**src/rtl/uart_tx_fifo.sv**
```systemverilog
// Buffered 8N1 UART transmitter: FIFO_DEPTH-entry byte queue feeding a
// fixed-divider serializer with a registered line output.
`timescale 1ns/1ps
module uart_tx_fifo #(
    parameter int CLK_DIV    = 1250,
    parameter int FIFO_DEPTH = 8
) (
    input  logic       hw_clk,
    input  logic       resetn,
    input  logic       wr_en,
    input  logic [7:0] wr_data,
    output logic       wr_full,
    output logic       wr_drop,
    output logic [4:0] fifo_level,
    output logic       busy,
    output logic       uarttx
);

    localparam int AW = (FIFO_DEPTH > 1) ? $clog2(FIFO_DEPTH) : 1;
    localparam logic [15:0] DIV_LAST = 16'(CLK_DIV - 1);
    localparam logic [4:0] LVL_FULL = 5'(FIFO_DEPTH);

    typedef enum logic [1:0] {
        IDLE,
        START,
        DATA,
        STOP
    } state_t;

    state_t          state;
    logic [7:0]      mem [FIFO_DEPTH];
    logic [AW-1:0]   wr_ptr;
    logic [AW-1:0]   rd_ptr;
    logic [15:0]     baud_cnt;
    logic [2:0]      bit_idx;
    logic [7:0]      shift;
    logic [4:0]      level_nx;
    logic            push;
    logic            pop;
    logic            bit_end;

    // Full is the registered flag, so a pop on the same edge never frees a slot.
    assign push    = wr_en && !wr_full;
    assign pop     = (state == IDLE) && (fifo_level != 5'd0);
    assign bit_end = (baud_cnt == DIV_LAST);

    always_comb begin
        level_nx = fifo_level;
        if (push && !pop)
            level_nx = fifo_level + 5'd1;
        else if (pop && !push)
            level_nx = fifo_level - 5'd1;
    end

    always_ff @(posedge hw_clk) begin
        if (push)
            mem[wr_ptr] <= wr_data;
    end

    always_ff @(posedge hw_clk or negedge resetn) begin
        if (!resetn) begin
            wr_ptr     <= '0;
            rd_ptr     <= '0;
            fifo_level <= 5'd0;
            wr_full    <= 1'b0;
            wr_drop    <= 1'b0;
        end else begin
            wr_drop    <= wr_en && wr_full;
            fifo_level <= level_nx;
            wr_full    <= (level_nx == LVL_FULL);
            if (push)
                wr_ptr <= wr_ptr + AW'(1);
            if (pop)
                rd_ptr <= rd_ptr + AW'(1);
        end
    end

    always_ff @(posedge hw_clk or negedge resetn) begin
        if (!resetn) begin
            state    <= IDLE;
            baud_cnt <= 16'd0;
            bit_idx  <= 3'd0;
            shift    <= 8'd0;
            uarttx   <= 1'b1;
            busy     <= 1'b0;
        end else begin
            unique case (state)
                IDLE: begin
                    uarttx <= 1'b1;
                    busy   <= 1'b0;
                    if (pop) begin
                        shift    <= mem[rd_ptr];
                        baud_cnt <= 16'd0;
                        state    <= START;
                        uarttx   <= 1'b0;
                        busy     <= 1'b1;
                    end
                end
                START: begin
                    if (bit_end) begin
                        baud_cnt <= 16'd0;
                        bit_idx  <= 3'd0;
                        state    <= DATA;
                        uarttx   <= shift[0];
                    end else begin
                        baud_cnt <= baud_cnt + 16'd1;
                    end
                end
                DATA: begin
                    if (bit_end) begin
                        baud_cnt <= 16'd0;
                        if (bit_idx == 3'd7) begin
                            state  <= STOP;
                            uarttx <= 1'b1;
                        end else begin
                            shift   <= shift >> 1;
                            uarttx  <= shift[1];
                            bit_idx <= bit_idx + 3'd1;
                        end
                    end else begin
                        baud_cnt <= baud_cnt + 16'd1;
                    end
                end
                STOP: begin
                    if (bit_end) begin
                        baud_cnt <= 16'd0;
                        state    <= IDLE;
                        busy     <= 1'b0;
                    end else begin
                        baud_cnt <= baud_cnt + 16'd1;
                    end
                end
                default: state <= IDLE;
            endcase
        end
    end

endmodule

```
**config.mk**
```make
export PLATFORM = sky130hd
export DESIGN_NAME = uart_tx_fifo
export DESIGN_NICKNAME = d
export VERILOG_FILES = /design/src/rtl/uart_tx_fifo.sv
export SDC_FILE = /design/constraint.sdc
export NUM_CORES = 1
export LEC_CHECK = 0
export ABC_AREA = 1
export ABC_CLOCK_PERIOD_IN_PS = 3030
export BUFFER_PORTS_ARGS = -buffer_cell sky130_fd_sc_hd__clkbuf_2
export CAP_MARGIN = 40
export CORE_AREA = 2 2 136 138
export CTS_BUF_LIST = sky130_fd_sc_hd__clkbuf_4
export DETAILED_ROUTE_END_ITERATION = 10
export DIE_AREA = 0 0 138 140
export PLACE_DENSITY_LB_ADDON = 0.1
export SYNTH_ARGS = -nofsm -noshare
export SYNTH_HDL_FRONTEND = slang
export SYNTH_SLANG_ARGS = --single-unit
```
**constraint.sdc**
```tcl
create_clock -name hw_clk -period 3.03 [get_ports hw_clk]
set_clock_uncertainty 0.2 [all_clocks]
set_input_delay 0.1515 -clock hw_clk [delete_from_list [all_inputs] [get_ports hw_clk]]
set_output_delay 0.1515 -clock hw_clk [all_outputs]
set_load 0.1 [all_outputs]
```
==> impl_metrics.prom <==
# TYPE chip_impl_metric gauge
chip_impl_metric{name="sink_count",unit=""} 108
chip_impl_info{name="clock_tree_from_tritoncts",value="done"} 1
chip_impl_metric{name="drtPass1Iterations",unit=""} 4
chip_impl_metric{name="setup_viol",unit=""} 0
chip_impl_metric{name="cp_data_required_time",unit="ns"} 3.25
chip_impl_metric{name="design.portCount",unit=""} 20
chip_impl_metric{name="rows",unit=""} 49
chip_impl_info{name="worst_setup_path_start_kind",value="flop"} 1
chip_impl_info{name="cp_top_family",value="simple AND/OR/NAND/NOR gates"} 1
chip_impl_info{name="synth_top_family_by_area",value="simple AND/OR/NAND/NOR gates"} 1
chip_impl_metric{name="post_synth_instance_area",unit="um2"} 5240
chip_impl_metric{name="preCtsSetupSlack",unit="ns"} 0.779
chip_impl_metric{name="fin_cells",unit=""} 829
chip_impl_metric{name="hold_slack",unit="ns"} 0.0380
chip_impl_metric{name="ys.warnings.count",unit=""} 0
chip_impl_metric{name="cts_resized",unit=""} 0
chip_impl_metric{name="arrival",unit="ns"} 2.50
chip_impl_metric{name="cp_slowest_stage_delay",unit="ns"} 0.45
chip_impl_metric{name="max_cap_viol_count",unit=""} 0
chip_impl_metric{name="maxSlewViolCount",unit=""} 0
chip_impl_info{name="cells_along_the_critical_path",value="inv_1, ha_1, inv_1, nor2_1, nand2_1, inv_2, nand2_4, nand2_4, nand2_1, o21ai_2"} 1
chip_impl_metric{name="leakagePower",unit="nW"} 2.50
chip_impl_metric{name="power.total",unit="mW"} 3.31
chip_impl_metric{name="timing.critical_path.buf_inv",unit=""} 3
chip_impl_metric{name="path_max_fanout",unit=""} 16
chip_impl_metric{name="finalWeightedCongestion",unit=""} 0.797
chip_impl_metric{name="postSynthRegisterBits",unit=""} 108
chip_impl_metric{name="wirelength",unit="um"} 12300
chip_impl_metric{name="cts_made_buffers",unit=""} 9
chip_impl_metric{name="post-route-cell-area",unit="um2"} 5830
chip_impl_metric{name="timing_worst_slew_pin_value",unit="ns"} 0.777
chip_impl_metric{name="place_area",unit="um2"} 5600
chip_impl_metric{name="port_buffers",unit=""} 19
chip_impl_metric{name="die_width",unit="um"} 138
chip_impl_metric{name="place.detailed.instances",unit=""} 801
chip_impl_metric{name="grt_use_total",unit="%"} 13.3
chip_impl_metric{name="slew_headroom",unit="%"} 48.0
chip_impl_metric{name="clock_path_buffers",unit=""} 2
chip_impl_info{name="yosysTopAreaCell",value="sky130_fd_sc_hd__edfxtp_1"} 1
chip_impl_metric{name="report.final.hold_viol_count",unit=""} 0
chip_impl_metric{name="drc_errors",unit=""} 0
chip_impl_metric{name="floorplan.core_area",unit="um2"} 17800
chip_impl_info{name="clock_tree.root_cell",value="sky130_fd_sc_hd__clkbuf_4"} 1
chip_impl_metric{name="synth-xor-area-share",unit="%"} 0.835
chip_impl_metric{name="antenna_found_initial",unit=""} 1
chip_impl_metric{name="final_setup_tns",unit="ns"} 0
chip_impl_metric{name="drt_first_iter_violations",unit=""} 208
chip_impl_metric{name="htree_num_levels",unit=""} 3
chip_impl_metric{name="muxShareOfSynthArea",unit="%"} 0
chip_impl_metric{name="post-synth-top-area-fraction",unit="%"} 36.6
chip_impl_metric{name="wire_per_inst",unit="um"} 14.8
chip_impl_info{name="min_path_type",value="primary input to asynchronous set/reset pin"} 1
chip_impl_metric{name="post_synth_num_cell_types",unit=""} 34
chip_impl_metric{name="vdd.ir_drop.worst",unit="mV"} 0.570
chip_impl_info{name="endpoint_class_of_the_critical_path",value="flop"} 1
chip_impl_metric{name="power_per_cell_area",unit="nW/um2"} 568
chip_impl_metric{name="cts.clk_slew.worst_paths",unit="ns"} 0.17
chip_impl_metric{name="yosys.area_share.adder",unit="%"} 3.10
chip_impl_metric{name="dr_total_vias",unit=""} 3780
chip_impl_metric{name="nNetsFinal",unit=""} 617
chip_impl_metric{name="initial_utilization",unit="%"} 29.5
chip_impl_metric{name="mappedNetlistNets",unit=""} 583
chip_impl_metric{name="die_area",unit="um2"} 19300
chip_impl_metric{name="synth.yosys.seq_area_share",unit="%"} 57.7
chip_impl_metric{name="min_cycle_time_layout",unit="ns"} 2.28
chip_impl_metric{name="route.antenna.remaining_nets",unit=""} 0
chip_impl_info{name="layout_common_cells",value="158 x sky130_fd_sc_hd__nand2_1, 66 x sky130_fd_sc_hd__nand3_1, 64 x sky130_fd_sc_hd__edfxtp_1, 50 x sky130_fd_sc_hd__inv_1, 43 x sky130_fd_sc_hd__dfrtp_1"} 1
chip_impl_metric{name="synth_area_per_cell",unit="um2"} 9.38
chip_impl_metric{name="fmaxAchievable",unit="MHz"} 438
chip_impl_metric{name="first_global_vias",unit=""} 3716
chip_impl_metric{name="vias_per_cell",unit=""} 4.56
chip_impl_info{name="setup.worst_path.class",value="flop to flop"} 1
chip_impl_metric{name="finalCritPeriodShare",unit="%"} 75.4
chip_impl_metric{name="pin_count_of_the_biggest_net_entering_global_routing",unit=""} 34
chip_impl_info{name="cpMaxStageDelayCell",value="sky130_fd_sc_hd__dfrtp_1"} 1
chip_impl_info{name="synth_area_leaders",value="sky130_fd_sc_hd__edfxtp_1 37%, sky130_fd_sc_hd__dfrtp_1 21%, sky130_fd_sc_hd__nand2_1 11%, sky130_fd_sc_hd__nand3_1 6.3%, sky130_fd_sc_hd__inv_1 3.6%"} 1
chip_impl_metric{name="setup_slack",unit="ns"} 0.746
chip_impl_info{name="outcome",value="complete, no violations"} 1
chip_impl_info{name="mostFrequentLayoutCell",value="sky130_fd_sc_hd__nand2_1"} 1
chip_impl_metric{name="drive_above_1_share",unit="%"} 14.4
chip_impl_info{name="grt_setup_unrepaired",value="false"} 1
chip_impl_metric{name="clock_latency",unit="ns"} 0.49
chip_impl_metric{name="growth_of_design_area_from_synthesis_to_finish",unit="%"} 11.1
chip_impl_metric{name="cells_after_synthesis",unit=""} 559
chip_impl_metric{name="synth_simple_gate_area_share",unit="%"} 26.7
chip_impl_metric{name="synth_compound_area_share",unit="%"} 5.54
chip_impl_metric{name="layout.filler_cells",unit=""} 1876
chip_impl_metric{name="grt.overflow.total",unit=""} 0
chip_impl_metric{name="grt_first_pass_wirelength",unit="um"} 20200
chip_impl_metric{name="die_y",unit="um"} 140
chip_impl_metric{name="finalCoreUtilization",unit="%"} 32.8
chip_impl_metric{name="hpwl",unit="um"} 8370
power breakdown:
group          internal, mW  switching (mW)  leakage [nW]  total [mW]
Combinational         0.190           0.587          1.30       0.778
Clock                 0.186           0.517        0.0638       0.703
Sequential             1.74          0.0904          1.13        1.83
kinds of logic after synthesis:
| family | after synthesis |
|---|---|
| compound gates | 50 |
| xor+xnor | 5 |
| fa+ha+maj | 13 |
| buf+inv | 76 |
| flops | 108 |
| simple gates | 307 |
Yosys cell counts:
cell type,n
sky130_fd_sc_hd__o21ai_0,25
sky130_fd_sc_hd__edfxtp_1,64
sky130_fd_sc_hd__ha_1,13
sky130_fd_sc_hd__inv_1,50
sky130_fd_sc_hd__dfstp_2,1
sky130_fd_sc_hd__buf_12,1
sky130_fd_sc_hd__o221ai_1,1
sky130_fd_sc_hd__buf_2,12
sky130_fd_sc_hd__clkbuf_1,1
sky130_fd_sc_hd__dfrtp_1,43
sky130_fd_sc_hd__nor3_2,1
sky130_fd_sc_hd__buf_4,2
sky130_fd_sc_hd__o22ai_1,1
sky130_fd_sc_hd__o211ai_1,1
sky130_fd_sc_hd__nor2_4,1
sky130_fd_sc_hd__nand2_4,5
sky130_fd_sc_hd__nor2_2,3
sky130_fd_sc_hd__o21ai_1,6
sky130_fd_sc_hd__clkinv_2,1
sky130_fd_sc_hd__a21oi_1,7
sky130_fd_sc_hd__clkinv_1,1
sky130_fd_sc_hd__xor2_1,5
sky130_fd_sc_hd__nand2_1,158
sky130_fd_sc_hd__nand3_1,66
sky130_fd_sc_hd__nor3_1,8
sky130_fd_sc_hd__inv_2,8
sky130_fd_sc_hd__nand3_2,1
sky130_fd_sc_hd__nand4_1,14
sky130_fd_sc_hd__nor2_1,38
sky130_fd_sc_hd__o31ai_1,1
sky130_fd_sc_hd__nand2_2,8
sky130_fd_sc_hd__or2_2,2
sky130_fd_sc_hd__o21ai_2,8
sky130_fd_sc_hd__nand3_4,2
routing by layer:
metal,vias to the layer above,track usage (%),part of all wire (%)
li1,1924,-,-
met1,1802,18.4,49
met2,37,21.0,47
met3,17,1.98,2.0
met4,0,5.21,2.0
met5,-,0,0
path summary, 6_finish.rpt:
kind / startpoint / end / slack (ns) / cells after the start
setup reg to reg: state[0] / shift[1] / 0.75 / 10
hold / removal: resetn / baud_cnt[11] / 0.04 / 2
hold reg to reg: uarttx / uarttx / 0.28 / 2
min in group hw_clk: wr_en / wr_drop / 0.21 / 4
max in group asynchronous: resetn / fifo_level[4] / 1.84 / 3
setup / recovery: state[0] / shift[1] / 0.75 / 10
cell type report:
class	count	area (um2)	area share, %
Clock inverter	6	46.3	0.794
Sequential cell	108	3020	51.9
Antenna cell	2	5.00	0.0859
Clock buffer	10	75.1	1.29
Multi-Input combinational cell	375	1890	32.5
Timing Repair Buffer	39	270	4.64
Inverter	60	226	3.89
Tap cell	229	287	4.92
repair_timing:
| action | CTS | global route |
|---|---|---|
| setup buffers | 0 | 0 |
| hold buffers | 10 | 0 |
| endpoints found under the hold margin | 93 | 0 |
flip-flops by register name (all words and copies together), names as in the netlist:
signal	count
busy	1
wr_drop	1
uarttx	1
mem	64
shift	8
baud_cnt	16
fifo_level	5
state	2
bit_idx	3
rd_ptr	3
wr_ptr	3
wr_full	1
worst register-to-register path, delay by kind of cell, from the launching register on:
family / cells / cell delay [ns]
flip-flops: 1 / 0.45
AO/OA/AOI/OAI: 1 / 0.07
adder cells (fa/ha/maj): 1 / 0.39
AND/OR/NAND/NOR: 5 / 0.62
buffers and inverters: 3 / 0.51
(Power assumes the default switching activity.)
